### config.mk
export PLATFORM = sky130hd
export DESIGN_NAME = spi_mem_arbiter_flat
export DESIGN_NICKNAME = d
export VERILOG_FILES = /design/src/rtl/spi_mem_arbiter_if.sv /design/src/rtl/spi_mem_arbiter.sv /design/src/flat_wrapper.sv
export SDC_FILE = /design/constraint.sdc
export NUM_CORES = 1
export LEC_CHECK = 0
export CORE_MARGIN = 4
export CORE_UTILIZATION = 40
export CTS_CLUSTER_DIAMETER = 60
export DETAILED_ROUTE_END_ITERATION = 8
export PLACE_DENSITY = 0.89
export SLEW_MARGIN = 20
export SYNTH_ARGS = -nofsm -noshare
export SYNTH_HDL_FRONTEND = slang
export SYNTH_SLANG_ARGS = --single-unit
### constraint.sdc
create_clock -name clk -period 6.6 [get_ports clk]
set_clock_uncertainty 0.05 [all_clocks]
set_input_delay 1.32 -clock clk [delete_from_list [all_inputs] [get_ports clk]]
set_output_delay 1.32 -clock clk [all_outputs]
set_load 0.02 [all_outputs]
### src/rtl/spi_mem_arbiter_if.sv
// Bus bundle between the three requesters, the arbiter and the QSPI memory controller.
interface spi_mem_arbiter_if #(
  parameter int unsigned ADDR_W = 26
);
  localparam int unsigned N_REQ  = 3;
  localparam int unsigned DATA_W = 32;
  localparam int unsigned STRB_W = 4;
  localparam int unsigned LOC_W  = ADDR_W - 2;

  // requester side
  logic [N_REQ-1:0]        req_valid;
  logic [N_REQ*ADDR_W-1:0] req_addr;
  logic [N_REQ*DATA_W-1:0] req_wdata;
  logic [N_REQ*STRB_W-1:0] req_wstrb;
  logic [N_REQ-1:0]        req_ready;
  logic [DATA_W-1:0]       req_rdata;
  logic                    req_err;

  // memory controller side
  logic                    mem_valid;
  logic [LOC_W-1:0]        mem_addr;
  logic [DATA_W-1:0]       mem_wdata;
  logic [STRB_W-1:0]       mem_wstrb;
  logic [2:0]              mem_ce_sel;
  logic                    mem_ready;
  logic [DATA_W-1:0]       mem_rdata;

  // environment view: drives requests and the controller responses
  modport master (
    output req_valid, req_addr, req_wdata, req_wstrb, mem_ready, mem_rdata,
    input  req_ready, req_rdata, req_err,
    input  mem_valid, mem_addr, mem_wdata, mem_wstrb, mem_ce_sel
  );

  // arbiter view
  modport slave (
    input  req_valid, req_addr, req_wdata, req_wstrb, mem_ready, mem_rdata,
    output req_ready, req_rdata, req_err,
    output mem_valid, mem_addr, mem_wdata, mem_wstrb, mem_ce_sel
  );
endinterface

### src/rtl/spi_mem_arbiter.sv
// Round-robin arbiter of three requesters onto one QSPI memory controller,
// with target decode (flash / PSRAM0 / PSRAM1 / unmapped) from the top address bits.
module spi_mem_arbiter #(
  parameter int unsigned ADDR_W = 26
) (
  input  logic                    clk,
  input  logic                    rst,
  spi_mem_arbiter_if.slave        bus
);
  localparam int unsigned N_REQ  = 3;
  localparam int unsigned DATA_W = 32;
  localparam int unsigned STRB_W = 4;
  localparam int unsigned LOC_W  = ADDR_W - 2;

  typedef enum logic [1:0] {IDLE, ISSUE, DONE, ERR} state_t;

  state_t              state_q, state_d;
  logic [1:0]          rr_q, rr_d;
  logic [1:0]          idx_q, idx_d;
  logic                mem_valid_q, mem_valid_d;
  logic [2:0]          ce_q, ce_d;
  logic [LOC_W-1:0]    addr_q, addr_d;
  logic [DATA_W-1:0]   wdata_q, wdata_d;
  logic [STRB_W-1:0]   wstrb_q, wstrb_d;
  logic [DATA_W-1:0]   rdata_q, rdata_d;
  logic [N_REQ-1:0]    ready_q, ready_d;
  logic                err_q, err_d;

  logic                found;
  logic [1:0]          gnt;
  logic [ADDR_W-1:0]   sel_addr;
  logic [DATA_W-1:0]   sel_wdata;
  logic [STRB_W-1:0]   sel_wstrb;
  logic [1:0]          sel_tgt;

  // Round-robin search starting at rr_q, ascending modulo 3.
  always_comb begin
    found = 1'b0;
    gnt   = rr_q;
    for (int k = 0; k < 3; k++) begin
      logic [1:0] cand;
      int unsigned c;
      c    = (32'(rr_q) + 32'(k)) % 3;
      cand = 2'(c);
      if (!found && bus.req_valid[cand]) begin
        found = 1'b1;
        gnt   = cand;
      end
    end
  end

  // Payload mux for the requester under grant.
  always_comb begin
    case (gnt)
      2'd0: begin
        sel_addr  = bus.req_addr[0*ADDR_W +: ADDR_W];
        sel_wdata = bus.req_wdata[0*DATA_W +: DATA_W];
        sel_wstrb = bus.req_wstrb[0*STRB_W +: STRB_W];
      end
      2'd1: begin
        sel_addr  = bus.req_addr[1*ADDR_W +: ADDR_W];
        sel_wdata = bus.req_wdata[1*DATA_W +: DATA_W];
        sel_wstrb = bus.req_wstrb[1*STRB_W +: STRB_W];
      end
      default: begin
        sel_addr  = bus.req_addr[2*ADDR_W +: ADDR_W];
        sel_wdata = bus.req_wdata[2*DATA_W +: DATA_W];
        sel_wstrb = bus.req_wstrb[2*STRB_W +: STRB_W];
      end
    endcase
    sel_tgt = sel_addr[ADDR_W-1 -: 2];
  end

  // Next-state and next-output logic; completion pulses default low.
  always_comb begin
    state_d     = state_q;
    rr_d        = rr_q;
    idx_d       = idx_q;
    mem_valid_d = mem_valid_q;
    ce_d        = ce_q;
    addr_d      = addr_q;
    wdata_d     = wdata_q;
    wstrb_d     = wstrb_q;
    rdata_d     = rdata_q;
    ready_d     = '0;
    err_d       = 1'b0;

    case (state_q)
      IDLE: begin
        if (found) begin
          idx_d   = gnt;
          rr_d    = (gnt == 2'd2) ? 2'd0 : gnt + 2'd1;
          addr_d  = sel_addr[LOC_W-1:0];
          wdata_d = sel_wdata;
          wstrb_d = sel_wstrb;
          if (sel_tgt == 2'b11) begin
            // unmapped target: answer locally, never touch the controller
            state_d = ERR;
            ready_d = 3'b001 << gnt;
            err_d   = 1'b1;
            rdata_d = '0;
          end else begin
            state_d     = ISSUE;
            mem_valid_d = 1'b1;
            ce_d        = 3'b001 << sel_tgt;
          end
        end
      end
      ISSUE: begin
        if (bus.mem_ready) begin
          state_d     = DONE;
          mem_valid_d = 1'b0;
          ce_d        = '0;
          rdata_d     = bus.mem_rdata;
          ready_d     = 3'b001 << idx_q;
        end
      end
      DONE:    state_d = IDLE;
      ERR:     state_d = IDLE;
      default: state_d = IDLE;
    endcase
  end

  // State and registered outputs; reset clears everything asynchronously.
  always_ff @(posedge clk or posedge rst) begin
    if (rst) begin
      state_q     <= IDLE;
      rr_q        <= 2'd0;
      idx_q       <= 2'd0;
      mem_valid_q <= 1'b0;
      ce_q        <= '0;
      addr_q      <= '0;
      wdata_q     <= '0;
      wstrb_q     <= '0;
      rdata_q     <= '0;
      ready_q     <= '0;
      err_q       <= 1'b0;
    end else begin
      state_q     <= state_d;
      rr_q        <= rr_d;
      idx_q       <= idx_d;
      mem_valid_q <= mem_valid_d;
      ce_q        <= ce_d;
      addr_q      <= addr_d;
      wdata_q     <= wdata_d;
      wstrb_q     <= wstrb_d;
      rdata_q     <= rdata_d;
      ready_q     <= ready_d;
      err_q       <= err_d;
    end
  end

  assign bus.mem_valid  = mem_valid_q;
  assign bus.mem_ce_sel = ce_q;
  assign bus.mem_addr   = addr_q;
  assign bus.mem_wdata  = wdata_q;
  assign bus.mem_wstrb  = wstrb_q;
  assign bus.req_ready  = ready_q;
  assign bus.req_rdata  = rdata_q;
  assign bus.req_err    = err_q;
endmodule

### src/flat_wrapper.sv
// flat-port wrapper written by rule: the top's interface ports become plain ports
module spi_mem_arbiter_flat 
#(
  parameter int unsigned ADDR_W = 26
)
  (clk, rst, bus_req_valid, bus_req_addr, bus_req_wdata, bus_req_wstrb, bus_mem_ready, bus_mem_rdata, bus_req_ready, bus_req_rdata, bus_req_err, bus_mem_valid, bus_mem_addr, bus_mem_wdata, bus_mem_wstrb, bus_mem_ce_sel);
  spi_mem_arbiter_if #(.ADDR_W(ADDR_W)) bus_i ();
  input  logic clk;
  input  logic rst;
  input wire logic [$bits(bus_i.req_valid)-1:0] bus_req_valid;
  input wire logic [$bits(bus_i.req_addr)-1:0] bus_req_addr;
  input wire logic [$bits(bus_i.req_wdata)-1:0] bus_req_wdata;
  input wire logic [$bits(bus_i.req_wstrb)-1:0] bus_req_wstrb;
  input wire logic [$bits(bus_i.mem_ready)-1:0] bus_mem_ready;
  input wire logic [$bits(bus_i.mem_rdata)-1:0] bus_mem_rdata;
  output wire logic [$bits(bus_i.req_ready)-1:0] bus_req_ready;
  output wire logic [$bits(bus_i.req_rdata)-1:0] bus_req_rdata;
  output wire logic [$bits(bus_i.req_err)-1:0] bus_req_err;
  output wire logic [$bits(bus_i.mem_valid)-1:0] bus_mem_valid;
  output wire logic [$bits(bus_i.mem_addr)-1:0] bus_mem_addr;
  output wire logic [$bits(bus_i.mem_wdata)-1:0] bus_mem_wdata;
  output wire logic [$bits(bus_i.mem_wstrb)-1:0] bus_mem_wstrb;
  output wire logic [$bits(bus_i.mem_ce_sel)-1:0] bus_mem_ce_sel;
  assign bus_i.req_valid = bus_req_valid;
  assign bus_i.req_addr = bus_req_addr;
  assign bus_i.req_wdata = bus_req_wdata;
  assign bus_i.req_wstrb = bus_req_wstrb;
  assign bus_i.mem_ready = bus_mem_ready;
  assign bus_i.mem_rdata = bus_mem_rdata;
  assign bus_req_ready = bus_i.req_ready;
  assign bus_req_rdata = bus_i.req_rdata;
  assign bus_req_err = bus_i.req_err;
  assign bus_mem_valid = bus_i.mem_valid;
  assign bus_mem_addr = bus_i.mem_addr;
  assign bus_mem_wdata = bus_i.mem_wdata;
  assign bus_mem_wstrb = bus_i.mem_wstrb;
  assign bus_mem_ce_sel = bus_i.mem_ce_sel;
  spi_mem_arbiter #(.ADDR_W(ADDR_W)) u_core (.clk(clk), .rst(rst), .bus(bus_i));
endmodule
==> results of run 1 <==
## final cells by class
type | instances | area [um^2] | area share, %
multi-input combinational | 361 | 2700 | 29.4
sequential | 106 | 2650 | 29.0
tap | 176 | 220 | 2.40
inverter | 6 | 25.0 | 0.273
clock inverter | 6 | 55.1 | 0.601
clock buffer | 10 | 239 | 2.61
timing repair buffer | 328 | 3270 | 35.7
## worst min path at each step
| stage | endpoint | slack, ps | start | depth (start not counted) |
|---|---|---|---|---|
| 3_5_place_dp | u_core.bus.mem_addr[5] | 410 | u_core.bus.mem_addr[5] | 1 |
| 3_3_place_gp | u_core.bus.mem_wdata[28] | 410 | u_core.bus.mem_wdata[28] | 1 |
| 4_1_cts | u_core.bus.mem_addr[5] | 430 | u_core.bus.mem_addr[5] | 1 |
| 5_1_grt | u_core.bus.mem_addr[5] | 440 | u_core.bus.mem_addr[5] | 1 |
| 2_1_floorplan | u_core.bus.req_ready[0] | 430 | u_core.idx_q[1] | 1 |
| 6_report | u_core.bus.mem_addr[15] | 430 | u_core.bus.mem_addr[15] | 1 |
## kinds of logic (layout without fill, tap and decap cells)
kind of cell,Yosys count,after routing
adder cells (fa/ha/maj),3,3
buffers and inverters,49,350
AND/OR/NAND/NOR,103,103
flip-flops,106,106
multiplexers,65,65
AO/OA/AOI/OAI,190,190
## sequential cells by signal, summed over array words and instances, names as in the netlist
| register | flops |
|---|---|
| u_core.bus.req_err | 1 |
| u_core.bus.mem_wdata | 32 |
| u_core.bus.req_ready | 3 |
| u_core.bus.mem_addr | 24 |
| u_core.idx_q | 2 |
| u_core.bus.req_rdata | 32 |
| u_core.bus.mem_wstrb | 4 |
| u_core.bus.mem_valid | 1 |
| u_core.bus.mem_ce_sel | 3 |
| u_core.state_q | 2 |
| u_core.rr_q | 2 |
## metal layers
layer  GRT usage (%)  vias to the layer above  part of all wire (%)
met5               0                        -                     0
met4            7.70                        0                   2.1
met3            5.88                       24                   7.2
met2            40.8                      237                    50
met1            26.1                     2500                    40
li1                -                     2503                     -
## report_power, final
group,leakage (uW),internal (uW),switching (uW)
registers,0.00133,964,177
logic,0.00277,1420,1720
clock network,0.000146,276,254
## per-stage QoR
step | power [uW] | instances | setup slack [ps] | util (%) | area (um^2)
floorplan | 3330 | 516 | 2440 | - | 5580
global placement | 4190 | 977 | 1920 | 65.8 | 8850
detailed placement | 4310 | 977 | 1770 | 65.8 | 8850
CTS | 4850 | 993 | 2140 | 68.0 | 9140
global route | 5140 | 993 | 1870 | 68.1 | 9160
finish | 4810 | 993 | 2110 | 68.1 | 9160
## worst register-to-register path, delay by kind of cell, from the launching register on
kind                       cells  cell delay (ps)
muxes                          1              310
and+or+nand+nor                2              640
buffers and inverters          2              720
DFF                            1              430
adders and majority gates      1              450
AOI/OAI and AO/OA              4             1350
## cells in the final DEF (no fill, tap or decap), types with 7 or more instances in the layout
master	netlist	layout
o21ai_0	11	11
dfrtp_1	106	106
a22o_1	32	32
a211oi_2	7	7
nand2_1	14	14
clkbuf_16	0	9
a211oi_1	53	53
nor2_1	65	64
clkdlybuf4s50_1	0	323
a21o_1	61	61
mux2i_1	63	63
==> impl_metrics.yaml, run 1 <==
run_status:
  status: "finished clean"
global_route:
  grt_pass1_wl_um: 29400
  grt_pass1_vias: 5723
  grt_usage_pct: 22.7
  antenna_found_initial: 0
  overflow: 0
  grt_max_degree: 79
sta:
  fmaxAchievable_ghz: 0.223
  min_period_over_period_pct: 68.1
  finalMaxSlewViolations: 0
  setup_tns_ps: 0
  setup_viol: 0
  grt_setup_unrepaired: "no"
  worst_hold_slack_ps: 427
  tightestPinTransition_ps: 808
  period_needed_ps: 4490
  slew_headroom_pct: 46.1
  hold_violations: 0
worst_setup_path:
  path_cells: "clkdlybuf4s50_1 -> mux2i_1 -> o22ai_1 -> or2_1 -> o311ai_4 -> buf_4 -> or2_2 -> a31o_4 -> a22o_1"
  critPathMaxFanout: 70
  critPathMaxStageDelay_ps: 630
  slowest_stage: "buf_4"
  crit_type: "in -> reg"
  worstSetupStartpointType: "input pin"
  arrival_ps: 4720
  r2r-start: "u_core.rr_q[0]"
  r2r-end: "u_core.bus.req_rdata[25]"
  reg2reg_depth: 10
  cp-startpoint: "bus_req_valid[2]"
  cp-end-kind: "register"
  cp.required_ps: 6830
  cpLargestDelayFamily: "compound AO/OA/AOI/OAI gates"
  cp_num_buf_inv: 2
  r2r_setup_slack_ps: 2600
  crit_cells: 9
  worstSetupEndpoint: "u_core.bus.req_rdata[25]"
synthesis:
  yosysSeqAreaShare_pct: 47.5
  ys_seq_elements: 106
  synth-xor-area-share_pct: 0
  synth-simple-area-share_pct: 8.27
  synth_common_cells: "dfrtp_1, nor2_1, mux2i_1"
  synth_cells: 516
  synth_compound_area_share_pct: 26.7
  yosysTopAreaCell: "dfrtp_1"
  synth.most_common_cell: "dfrtp_1"
  ys_async_sr_fraction_pct: 100
  yosys_most_used_dff: "dfrtp_1"
  synthAdderAreaFrac_pct: 0.672
  synth.area.top_cells: "dfrtp_1, mux2i_1, a21o_1, a211oi_1, a22o_1"
  synth_fp_nets: 743
  synth-edff-count: 0
  synth_top_family_by_area: "compound AO/OA/AOI/OAI gates"
  syn_area_mm2: 0.00558
  ys_types: 52
  synth.avg_cell_area_um2: 10.8
  synth.yosys.warnings: 0
  synthMuxAreaShare_pct: 11.8
  yosysTopAreaCellShare_pct: 47.5
floorplanning:
  io_pins: 324
  die_w_um: 126
  rows: 42
  start_util_pct: 41.5
  core_area_mm2: 0.0135
  die_h_um: 126
  die_area_mm2: 0.0159
finish:
  fill_cells: 976
  antenna_cells: 0
  area_growth_pct: 64.0
  drive_above_1_share_pct: 5.14
  nets: 1039
clock_tree:
  cts_root_buf: "clkbuf_16"
  cts_tree: "yes"
  postCtsSetupBuffers: 0
  numCtsBuffers: 9
  cts_num_sinks: 106
  ctsResizeCount: 0
  clk_pin_slew_ps: 70
  clk_path_buf_depth: 2
  hold_buffers: 0
  clk_latency_ps: 340
  htreeDepth: 3
hold_path:
  hold_path_class: "reg -> reg"
drt:
  wire_per_inst_um: 18.6
  vias: 5264
  antenna_left: 0
  post-route-drc-count: 0
  vias_per_cell: 5.30
  drtPass1Iterations: 4
  routed_wl_um: 18500
  drtIter0Drc: 271
job:
  max_cap_violations: 0
power_and_ir_drop:
  peakVddDrop_mv: 0.329
  powerDensity_mw_per_mm2: 525
  p_leak_uw: 0.00424
placed_design:
  place_congestion: 0.910
  place_hpwl_um: 14400
  portBuffers: 323
(Power assumes the default switching activity.)
==> run 2: changes to the inputs <==
--- a/config.mk
+++ b/config.mk
@@ -6,10 +6,10 @@
 export NUM_CORES = 1
 export LEC_CHECK = 0
 export CORE_MARGIN = 4
-export CORE_UTILIZATION = 40
+export CORE_UTILIZATION = 35
 export CTS_CLUSTER_DIAMETER = 60
 export DETAILED_ROUTE_END_ITERATION = 8
-export PLACE_DENSITY = 0.89
+export PLACE_DENSITY = 0.83
 export SLEW_MARGIN = 20
 export SYNTH_ARGS = -nofsm -noshare
 export SYNTH_HDL_FRONTEND = slang
==> constraint.sdc (replaced) <==
create_clock -name clk -period 3.7 [get_ports clk]
set_clock_uncertainty 0.05 [all_clocks]
set_input_delay 0.74 -clock clk [delete_from_list [all_inputs] [get_ports clk]]
set_output_delay 0.74 -clock clk [all_outputs]
set_load 0.02 [all_outputs]
==> impl_metrics.yaml, run 2 (same netlist as run 1, synthesis figures left out) <==
run_status:
  status: "finished clean"
sta:
  min_period_over_period_pct: 93.1
  setup_viol: 0
  period_needed_ps: 3450
  setup_tns_ps: 0
  hold_violations: 0
  finalMaxSlewViolations: 0
  tightestPinTransition_ps: 671
  slew_headroom_pct: 55.2
  grt_setup_unrepaired: "no"
  fmaxAchievable_ghz: 0.290
clock_tree:
  clk_pin_slew_ps: 70
  ctsResizeCount: 0
  cts_num_sinks: 106
  cts_tree: "yes"
  clk_path_buf_depth: 2
  clk_latency_ps: 340
  hold_buffers: 0
  postCtsSetupBuffers: 0
  numCtsBuffers: 9
  cts_root_buf: "clkbuf_16"
  htreeDepth: 3
power_and_ir_drop:
  powerDensity_mw_per_mm2: 946
  p_leak_uw: 0.00431
  peakVddDrop_mv: 0.768
worst_setup_path:
  cp_num_buf_inv: 1
  crit_type: "reg -> reg"
  worstSetupEndpoint: "u_core.bus.req_rdata[15]"
  r2r_setup_slack_ps: 250
  slowest_stage: "o311ai_4"
  cp-end-kind: "register"
  r2r-end: "u_core.bus.req_rdata[15]"
  critPathMaxFanout: 33
  critPathMaxStageDelay_ps: 540
  crit_cells: 9
  r2r-start: "u_core.rr_q[0]"
  cp-startpoint: "u_core.rr_q[0]"
  cpLargestDelayFamily: "compound AO/OA/AOI/OAI gates"
  reg2reg_depth: 9
  cp.required_ps: 3880
  worstSetupStartpointType: "register"
  path_cells: "inv_1 -> ha_1 -> mux2i_1 -> o21ai_0 -> or2_1 -> o311ai_4 -> o21ai_2 -> a31o_4 -> a22o_1"
  arrival_ps: 3620
finish:
  area_growth_pct: 67.2
  multi_input_area_mm2: 0.00268
  instances_no_fill: 1035
  regArea_mm2: 0.00265
  final_common_cell: "clkdlybuf4s50_1"
  nets: 1046
  fill_cells: 1301
  antenna_cells: 0
  drive_above_1_share_pct: 5.83
  mostFrequentLayoutCells: "clkdlybuf4s50_1, dfrtp_1, nor2_1"
drt:
  vias: 5280
  vias_per_cell: 5.10
  wire_per_inst_um: 18.5
  routed_wl_um: 19100
  post-route-drc-count: 0
  drtIter0Drc: 190
  drtPass1Iterations: 4
  antenna_left: 0
global_route:
  grt_usage_pct: 20.2
  grt_pass1_wl_um: 28700
  grt_pass1_vias: 5364
  antenna_found_initial: 0
  grt_max_degree: 65
  overflow: 0
placed_design:
  place_inst: 1019
  place_congestion: 0.885
  portBuffers: 323
  place_hpwl_um: 14900
floorplanning:
  die_area_mm2: 0.0180
  io_pins: 324
  core_area_mm2: 0.0154
  rows: 45
  die_w_um: 134
  start_util_pct: 36.2
  die_h_um: 134
job:
  max_cap_violations: 0
hold_path:
  hold_path_class: "reg -> reg"
  min_from: "u_core.bus.mem_addr[12]"
-- run 2: changes by cell type in the layout (fill, tap and decap cells not counted), sizes merged --
cell,previous run,this run
bufinv,0,1
buf,5,12
clkinv,1,3
inv,11,7
clkbuf,10,11
-- run 2: final cells by class --
| class | instances | area share (%) |
|---|---|---|
| Timing Repair Buffer | 335 | 36.5 |
| Multi-Input combinational cell | 361 | 28.7 |
| Sequential cell | 106 | 28.4 |
| Tap cell | 211 | 2.83 |
| Clock buffer | 11 | 2.60 |
| Clock inverter | 5 | 0.657 |
| Inverter | 6 | 0.268 |
-- run 2: through the flow --
step	setup WS (ps)	cell area, um^2	util, %	hold WS, ps	total power [uW]
2_1_floorplan	121	5580	-	428	5950
3_3_place_gp	156	9030	58.6	408	7770
3_5_place_dp	95.5	9030	58.6	415	7910
4_1_cts	273	9340	60.5	429	8920
5_1_grt	26.3	9340	60.5	436	9410
6_report	254	9340	60.5	424	8830
-- run 2: worst reg2reg max path: cells and delay by family, from the launching register on --
kind / cells / cell delay [ps]
AO/OA/AOI/OAI: 5 / 1610
adder cells (fa/ha/maj): 1 / 470
flip-flops: 1 / 430
AND/OR/NAND/NOR: 1 / 350
multiplexers: 1 / 330
buffers and inverters: 1 / 90
-- run 2: worst min path at each step --
stage                     cells after the start                 endpoint
after floorplan                               1  u_core.bus.req_ready[0]
after global placement                        1  u_core.bus.mem_wdata[5]
after detailed placement                      1  u_core.bus.mem_addr[16]
after CTS                                     1  u_core.bus.mem_addr[16]
after global routing                          1  u_core.bus.mem_wdata[4]
final                                         1  u_core.bus.mem_addr[12]
-- run 2: report_power, final --
group,switching [uW],leakage [uW],internal (uW)
sequential,307,0.00133,1720
clock,433,0.000150,548
combinational,3110,0.00283,2720
total,3850,0.00431,4990
-- run 2: per-layer routing --
metal / up-vias / GRT usage, % / share of wire (%)
met3: 23 / 7.50 / 10
met1: 2481 / 22.3 / 37
met5: - / 0 / 0
met2: 251 / 36.2 / 51
li1: 2525 / - / -
met4: 0 / 5.71 / 1.7
